<file path="src/rtl/div_pkg.sv">
// Shared definitions for the sequential restoring divider.
//   state_e      : controller state encoding (IDLE, CALC, DZ)
//   DefaultWidth : default operand / quotient / remainder width
package div_pkg;

  localparam int unsigned DefaultWidth = 32;

  typedef enum logic [1:0] {
    IDLE = 2'd0,
    CALC = 2'd1,
    DZ   = 2'd2
  } state_e;

endpackage

</file>
<file path="src/rtl/div_step.sv">
// One restoring-division iteration (purely combinational).
// Ports:
//   r_i       : partial remainder before the iteration (always < divisor_i)
//   q_i       : dividend/quotient shift register before the iteration
//   divisor_i : divisor
//   r_next_o  : partial remainder after shift + trial subtract
//   q_next_o  : shift register after shift, new quotient bit in bit 0
module div_step
  import div_pkg::*;
#(
  parameter int unsigned WIDTH = DefaultWidth
) (
  input  logic [WIDTH-1:0] r_i,
  input  logic [WIDTH-1:0] q_i,
  input  logic [WIDTH-1:0] divisor_i,
  output logic [WIDTH-1:0] r_next_o,
  output logic [WIDTH-1:0] q_next_o
);

  // The shifted remainder keeps the bit that falls out of R: with divisors above
  // 2^(WIDTH-1) the value 2R+q can exceed WIDTH bits, and dropping that bit would
  // give a wrong quotient. Since 2R+q < 2*divisor, the difference still fits in
  // WIDTH bits whenever it is non-negative, so trial[WIDTH] is an exact borrow.
  logic [WIDTH:0] r_shift;
  logic [WIDTH:0] trial;
  logic           borrow;

  always_comb begin
    r_shift = {r_i, q_i[WIDTH-1]};
    trial   = r_shift - {1'b0, divisor_i};
    borrow  = trial[WIDTH];
    if (!borrow) begin
      r_next_o = trial[WIDTH-1:0];
    end else begin
      r_next_o = r_shift[WIDTH-1:0];
    end
    q_next_o = {q_i[WIDTH-2:0], ~borrow};
  end

endmodule

</file>
<file path="src/rtl/seq_divider.sv">
// Sequential unsigned restoring divider, one quotient bit per clock.
// Quotient = in_a / in_b, Remainder = in_a % in_b; divide-by-zero returns
// all-ones quotient, the dividend as remainder, and raises Div_By_Zero.
// Ports:
//   CLK, RST         : clock (rising edge), asynchronous active-low reset
//   Start            : request, sampled only while idle, with in_a / in_b
//   Quotient         : registered quotient, held until next completion
//   Remainder        : registered remainder, held until next completion
//   Busy             : high while an operation is in progress
//   Quotient_Valid   : one-cycle pulse when results are updated
//   Div_By_Zero      : qualifies the latest result
module seq_divider
  import div_pkg::*;
#(
  parameter int unsigned WIDTH = DefaultWidth
) (
  input  logic             CLK,
  input  logic             RST,
  input  logic             Start,
  input  logic [WIDTH-1:0] in_a,
  input  logic [WIDTH-1:0] in_b,
  output logic [WIDTH-1:0] Quotient,
  output logic [WIDTH-1:0] Remainder,
  output logic             Busy,
  output logic             Quotient_Valid,
  output logic             Div_By_Zero
);

  localparam int unsigned CntW = $clog2(WIDTH) + 1;
  localparam logic [CntW-1:0] LastIter = CntW'(WIDTH - 1);

  state_e            state_q, state_d;
  logic [CntW-1:0]   cnt_q, cnt_d;
  logic [WIDTH-1:0]  r_q, r_d;
  logic [WIDTH-1:0]  q_q, q_d;
  logic [WIDTH-1:0]  dvsr_q, dvsr_d;
  logic [WIDTH-1:0]  quotient_q, quotient_d;
  logic [WIDTH-1:0]  remainder_q, remainder_d;
  logic              valid_q, valid_d;
  logic              dbz_q, dbz_d;

  logic [WIDTH-1:0]  r_next;
  logic [WIDTH-1:0]  q_next;

  div_step #(
    .WIDTH(WIDTH)
  ) u_div_step (
    .r_i      (r_q),
    .q_i      (q_q),
    .divisor_i(dvsr_q),
    .r_next_o (r_next),
    .q_next_o (q_next)
  );

  always_comb begin
    state_d     = state_q;
    cnt_d       = cnt_q;
    r_d         = r_q;
    q_d         = q_q;
    dvsr_d      = dvsr_q;
    quotient_d  = quotient_q;
    remainder_d = remainder_q;
    dbz_d       = dbz_q;
    valid_d     = 1'b0;

    unique case (state_q)
      IDLE: begin
        if (Start) begin
          q_d     = in_a;
          dvsr_d  = in_b;
          r_d     = '0;
          cnt_d   = '0;
          state_d = (in_b == '0) ? DZ : CALC;
        end
      end
      CALC: begin
        r_d   = r_next;
        q_d   = q_next;
        cnt_d = cnt_q + 1'b1;
        if (cnt_q == LastIter) begin
          quotient_d  = q_next;
          remainder_d = r_next;
          valid_d     = 1'b1;
          dbz_d       = 1'b0;
          cnt_d       = '0;
          state_d     = IDLE;
        end
      end
      DZ: begin
        // q_q still holds the untouched dividend here.
        quotient_d  = '1;
        remainder_d = q_q;
        dbz_d       = 1'b1;
        valid_d     = 1'b1;
        state_d     = IDLE;
      end
      default: begin
        state_d = IDLE;
      end
    endcase
  end

  always_ff @(posedge CLK or negedge RST) begin
    if (!RST) begin
      state_q     <= IDLE;
      cnt_q       <= '0;
      r_q         <= '0;
      q_q         <= '0;
      dvsr_q      <= '0;
      quotient_q  <= '0;
      remainder_q <= '0;
      valid_q     <= 1'b0;
      dbz_q       <= 1'b0;
    end else begin
      state_q     <= state_d;
      cnt_q       <= cnt_d;
      r_q         <= r_d;
      q_q         <= q_d;
      dvsr_q      <= dvsr_d;
      quotient_q  <= quotient_d;
      remainder_q <= remainder_d;
      valid_q     <= valid_d;
      dbz_q       <= dbz_d;
    end
  end

  assign Busy           = (state_q != IDLE);
  assign Quotient       = quotient_q;
  assign Remainder      = remainder_q;
  assign Quotient_Valid = valid_q;
  assign Div_By_Zero    = dbz_q;

endmodule
</file>
<file path="config.mk">
export PLATFORM = sky130hd
export DESIGN_NAME = seq_divider
export DESIGN_NICKNAME = d
export VERILOG_FILES = /design/src/rtl/div_pkg.sv /design/src/rtl/div_step.sv /design/src/rtl/seq_divider.sv
export SDC_FILE = /design/constraint.sdc
export NUM_CORES = 1
export LEC_CHECK = 0
export ABC_AREA = 1
export CELL_PAD_IN_SITES_DETAIL_PLACEMENT = 1
export CELL_PAD_IN_SITES_GLOBAL_PLACEMENT = 1
export CORE_UTILIZATION = 30
export DETAILED_ROUTE_END_ITERATION = 10
export DONT_BUFFER_PORTS = 1
export PLACE_DENSITY = 0.58
export SETUP_SLACK_MARGIN = 0.1
export SLEW_MARGIN = 20
export SYNTH_ARGS = -nofsm -noshare
export SYNTH_HDL_FRONTEND = slang
export SYNTH_SLANG_ARGS = --single-unit
</file>
<file path="constraint.sdc">
create_clock -name CLK -period 3.02 [get_ports CLK]
set_input_delay 0.604 -clock CLK [delete_from_list [all_inputs] [get_ports CLK]]
set_output_delay 0.604 -clock CLK [all_outputs]
set_load 0.03 [all_outputs]
</file>
==> metrics.yaml <==
outcome:
  outcome: "complete, but fails checks"
  violations: "hold timing"
critical_path:
  cp.arrival_ps: 2990
  critPathMaxFanout: 33
  end_kind: "flop"
  worstSetupPathType: "reg -> reg"
  critPathRequiredTime_ps: 3390
  start_kind: "flop"
yosys:
  synthArstFlopShare_pct: 100
  synth_edf_count: 0
  avgSynthCellArea_um2: 6.92
  syn_nets: 1613
  ys_seq_area_share_pct: 40.7
  synthCells: 1509
  synth-main-ff-cell: "dfrtp_1"
  ys_seq_elements: 170
  yosys_warnings: 0
  synth_cell_types: 40
  netlist_area_um2: 10400
timing:
  layout_min_cycle_time_ps: 2620
  fin_crit_sh_pct: 86.8
  tns_ps: 0
  relSlewSlack_pct: 53.7
  grt_setup_unrepaired: "false"
  clock_skew_ps: 15.5
  fmax_mhz: 382
  maxSlewViolCount: 0
  worstMarginPinSlew_ps: 694
  setup_viol: 0
  hold_slack_ps: -141
  hold_violations: 170
floorplan:
  start_util_pct: 30.8
  coreArea_um2: 33900
  dieArea_um2: 35600
  rows: 67
  die_x_um: 189
  die_y_um: 189
  ios: 134
route:
  via_count: 9215
  wl_um: 33700
  postRouteAntennaNets: 0
  first_iter_violations: 458
  dr.pass1.iters: 5
  drc: 0
  wl_per_cell_um: 17.3
  vias_per_cell: 4.73
grt:
  grt_pass1_wl_um: 55000
  grtUsageMet1_pct: 28.3
  top_usage_layer: "met2"
  grt_start_max_net_pins: 171
  grt_overflow: 0
  antenna_found_initial: 0
  grt_use_total_pct: 19.8
  met2_usage_pct: 31.4
  grt_pass1_vias: 9592
  met3_usage_pct: 3.07
clock_tree:
  cts_setup_buffers: 0
  insertion_delay_ps: 440
  cts_buffers: 17
  htreeDepth: 4
  cts_tree: "yes"
  path_clk_slew_ps: 70
  cts_sinks: 170
  cts-root-buf: "clkbuf_16"
  cts_buffer_depth: 2
placed_design:
  place_hpwl_um: 25300
  dp.cells: 1916
  io_buffers: 0
  place_congestion: 0.842
power:
  p_sw_mw: 3.85
  pwr-share-comb_pct: 39.9
  p_per_area_nw_per_um2: 790
  power_mw: 9.14
  clockPowerShare_pct: 27.5
  leakagePower_nw: 6.20
  vdd_drop_max_uv: 422
  switching_share_pct: 42.1
  internal-power_mw: 5.29
  seqPwrFrac_pct: 32.6
finish:
  fin_cells: 1948
  final_cell_mix: "540 x nand2_1, 249 x inv_1, 170 x dfrtp_1, 103 x o21ai_0, 87 x nand3_1"
  fin_nets: 1591
  diodes: 0
  layout_commonest_cell: "nand2_1"
  area_growth_pct: 10.8
  drive_above_1_share_pct: 5.20
run:
  maxCapViolCount: 0
worst_hold_path:
  hold_class: "in -> async"
==> routing by layer <==
layer,routed length [um],up-vias,share of wire (%)
met4,377,0,1.1
met5,0,-,0
met3,1170,21,3.5
met1,17000,4421,51
li1,-,4641,-
met2,15100,132,45
==> area by class of cell <==
cell class	count	area (um^2)
Sequential cell	170	4250
Timing Repair Buffer	12	128
Fill cell	4218	22300
Tap cell	448	561
Clock inverter	13	203
Inverter	255	960
Multi-Input combinational cell	1031	5010
Clock buffer	19	453
==> timing repair <==
action / CTS / global route
endpoints found under the setup margin: 0 / 64
hold endpoints to repair: 170 / 170
gates resized for setup: 0 / 1
==> kinds of logic (layout without fill, tap and decap cells) <==
logic type	after synthesis	after routing	share of synthesized area, %
AND/OR/NAND/NOR	781	781	31.5
buffers and inverters	308	299	11.5
AO/OA/AOI/OAI	197	197	10.4
flip-flops	170	170	40.7
adder cells (fa/ha/maj)	37	37	4.50
XOR/XNOR	15	15	1.26
multiplexers	1	1	0.108
==> stage by stage <==
stage	utilization, %	setup WS, ps	hold WS [ps]	instance area [um^2]
6_report	34.2	399	-141	11600
5_1_grt	34.2	110	-166	11600
4_1_cts	34.1	254	-161	11600
3_5_place_dp	32.2	269	316	10900
3_3_place_gp	32.2	383	314	10900
2_1_floorplan	-	790	308	10400
==> cells in the mapped netlist, types with 3 or more instances <==
| library cell | instances | area [um^2] |
|---|---|---|
| nand2_1 | 542 | 2030 |
| inv_1 | 249 | 935 |
| dfrtp_1 | 170 | 4250 |
| o21ai_0 | 103 | 515 |
| nand3_1 | 87 | 435 |
| nor2_1 | 76 | 285 |
| a21oi_1 | 53 | 265 |
| ha_1 | 36 | 450 |
| clkbuf_1 | 32 | 120 |
| o211ai_1 | 31 | 233 |
| nand3b_1 | 24 | 180 |
| buf_2 | 14 | 70.1 |
| nand2_2 | 14 | 87.6 |
| xnor2_1 | 14 | 123 |
| nand4_1 | 12 | 75.1 |
| nor4_1 | 8 | 50.1 |
| and2_1 | 6 | 37.5 |
| inv_2 | 6 | 22.5 |
| nor3_1 | 4 | 20.0 |
| buf_1 | 3 | 11.3 |
==> sequential cells by signal, summed over array words and instances (netlist names) <==
signal	cells
Div_By_Zero	1
Quotient	32
Quotient_Valid	1
Remainder	32
cnt_q	6
dvsr_q	32
q_q	32
r_q	32
state_q	2
==> power by group through the flow <==
stage | clock [mW] | sequential (mW) | combinational, mW
6_report | 2.51 | 2.98 | 3.65
4_1_cts | 2.57 | 2.98 | 3.70
3_3_place_gp | 0 | 3.00 | 3.66
2_1_floorplan | 0 | 2.95 | 2.56
5_1_grt | 2.65 | 3.04 | 4.16
3_5_place_dp | 0 | 3.02 | 3.69
==> path summary, 6_finish.rpt <==
path,startpoint,to,slack (ps),depth (start not counted)
setup / recovery,q_q[31]$_DFFE_PN0P_,r_q[31]$_DFFE_PN0P_,400,17
hold / removal,RST,Quotient[8]$_DFFE_PN0P_,-140,0
setup reg to reg,q_q[31]$_DFFE_PN0P_,r_q[31]$_DFFE_PN0P_,400,17
hold reg to reg,q_q[0]$_DFFE_PN0P_,q_q[0]$_DFFE_PN0P_,500,2
max in group asynchronous,RST,q_q[22]$_DFFE_PN0P_,2840,0
min in group CLK,in_b[19],dvsr_q[19]$_DFFE_PN0P_,310,2
==> worst max-delay path, stage by stage (launching register included) <==
cell and delay [ps]:
dfrtp_1 360, inv_1 110, ha_1 160, inv_1 80, fa_1 440, nand2_1 90
nand2_1 90, nand3_2 90, nand2_2 80, nand2_1 80, nand2_2 70, nand2_2 100
nand3_4 180, nand2_8 290, nand2_1 90, nand2_1 100, nand2_1 60, nand2_1 80
Note: power is estimated with default switching activity, not from simulation.
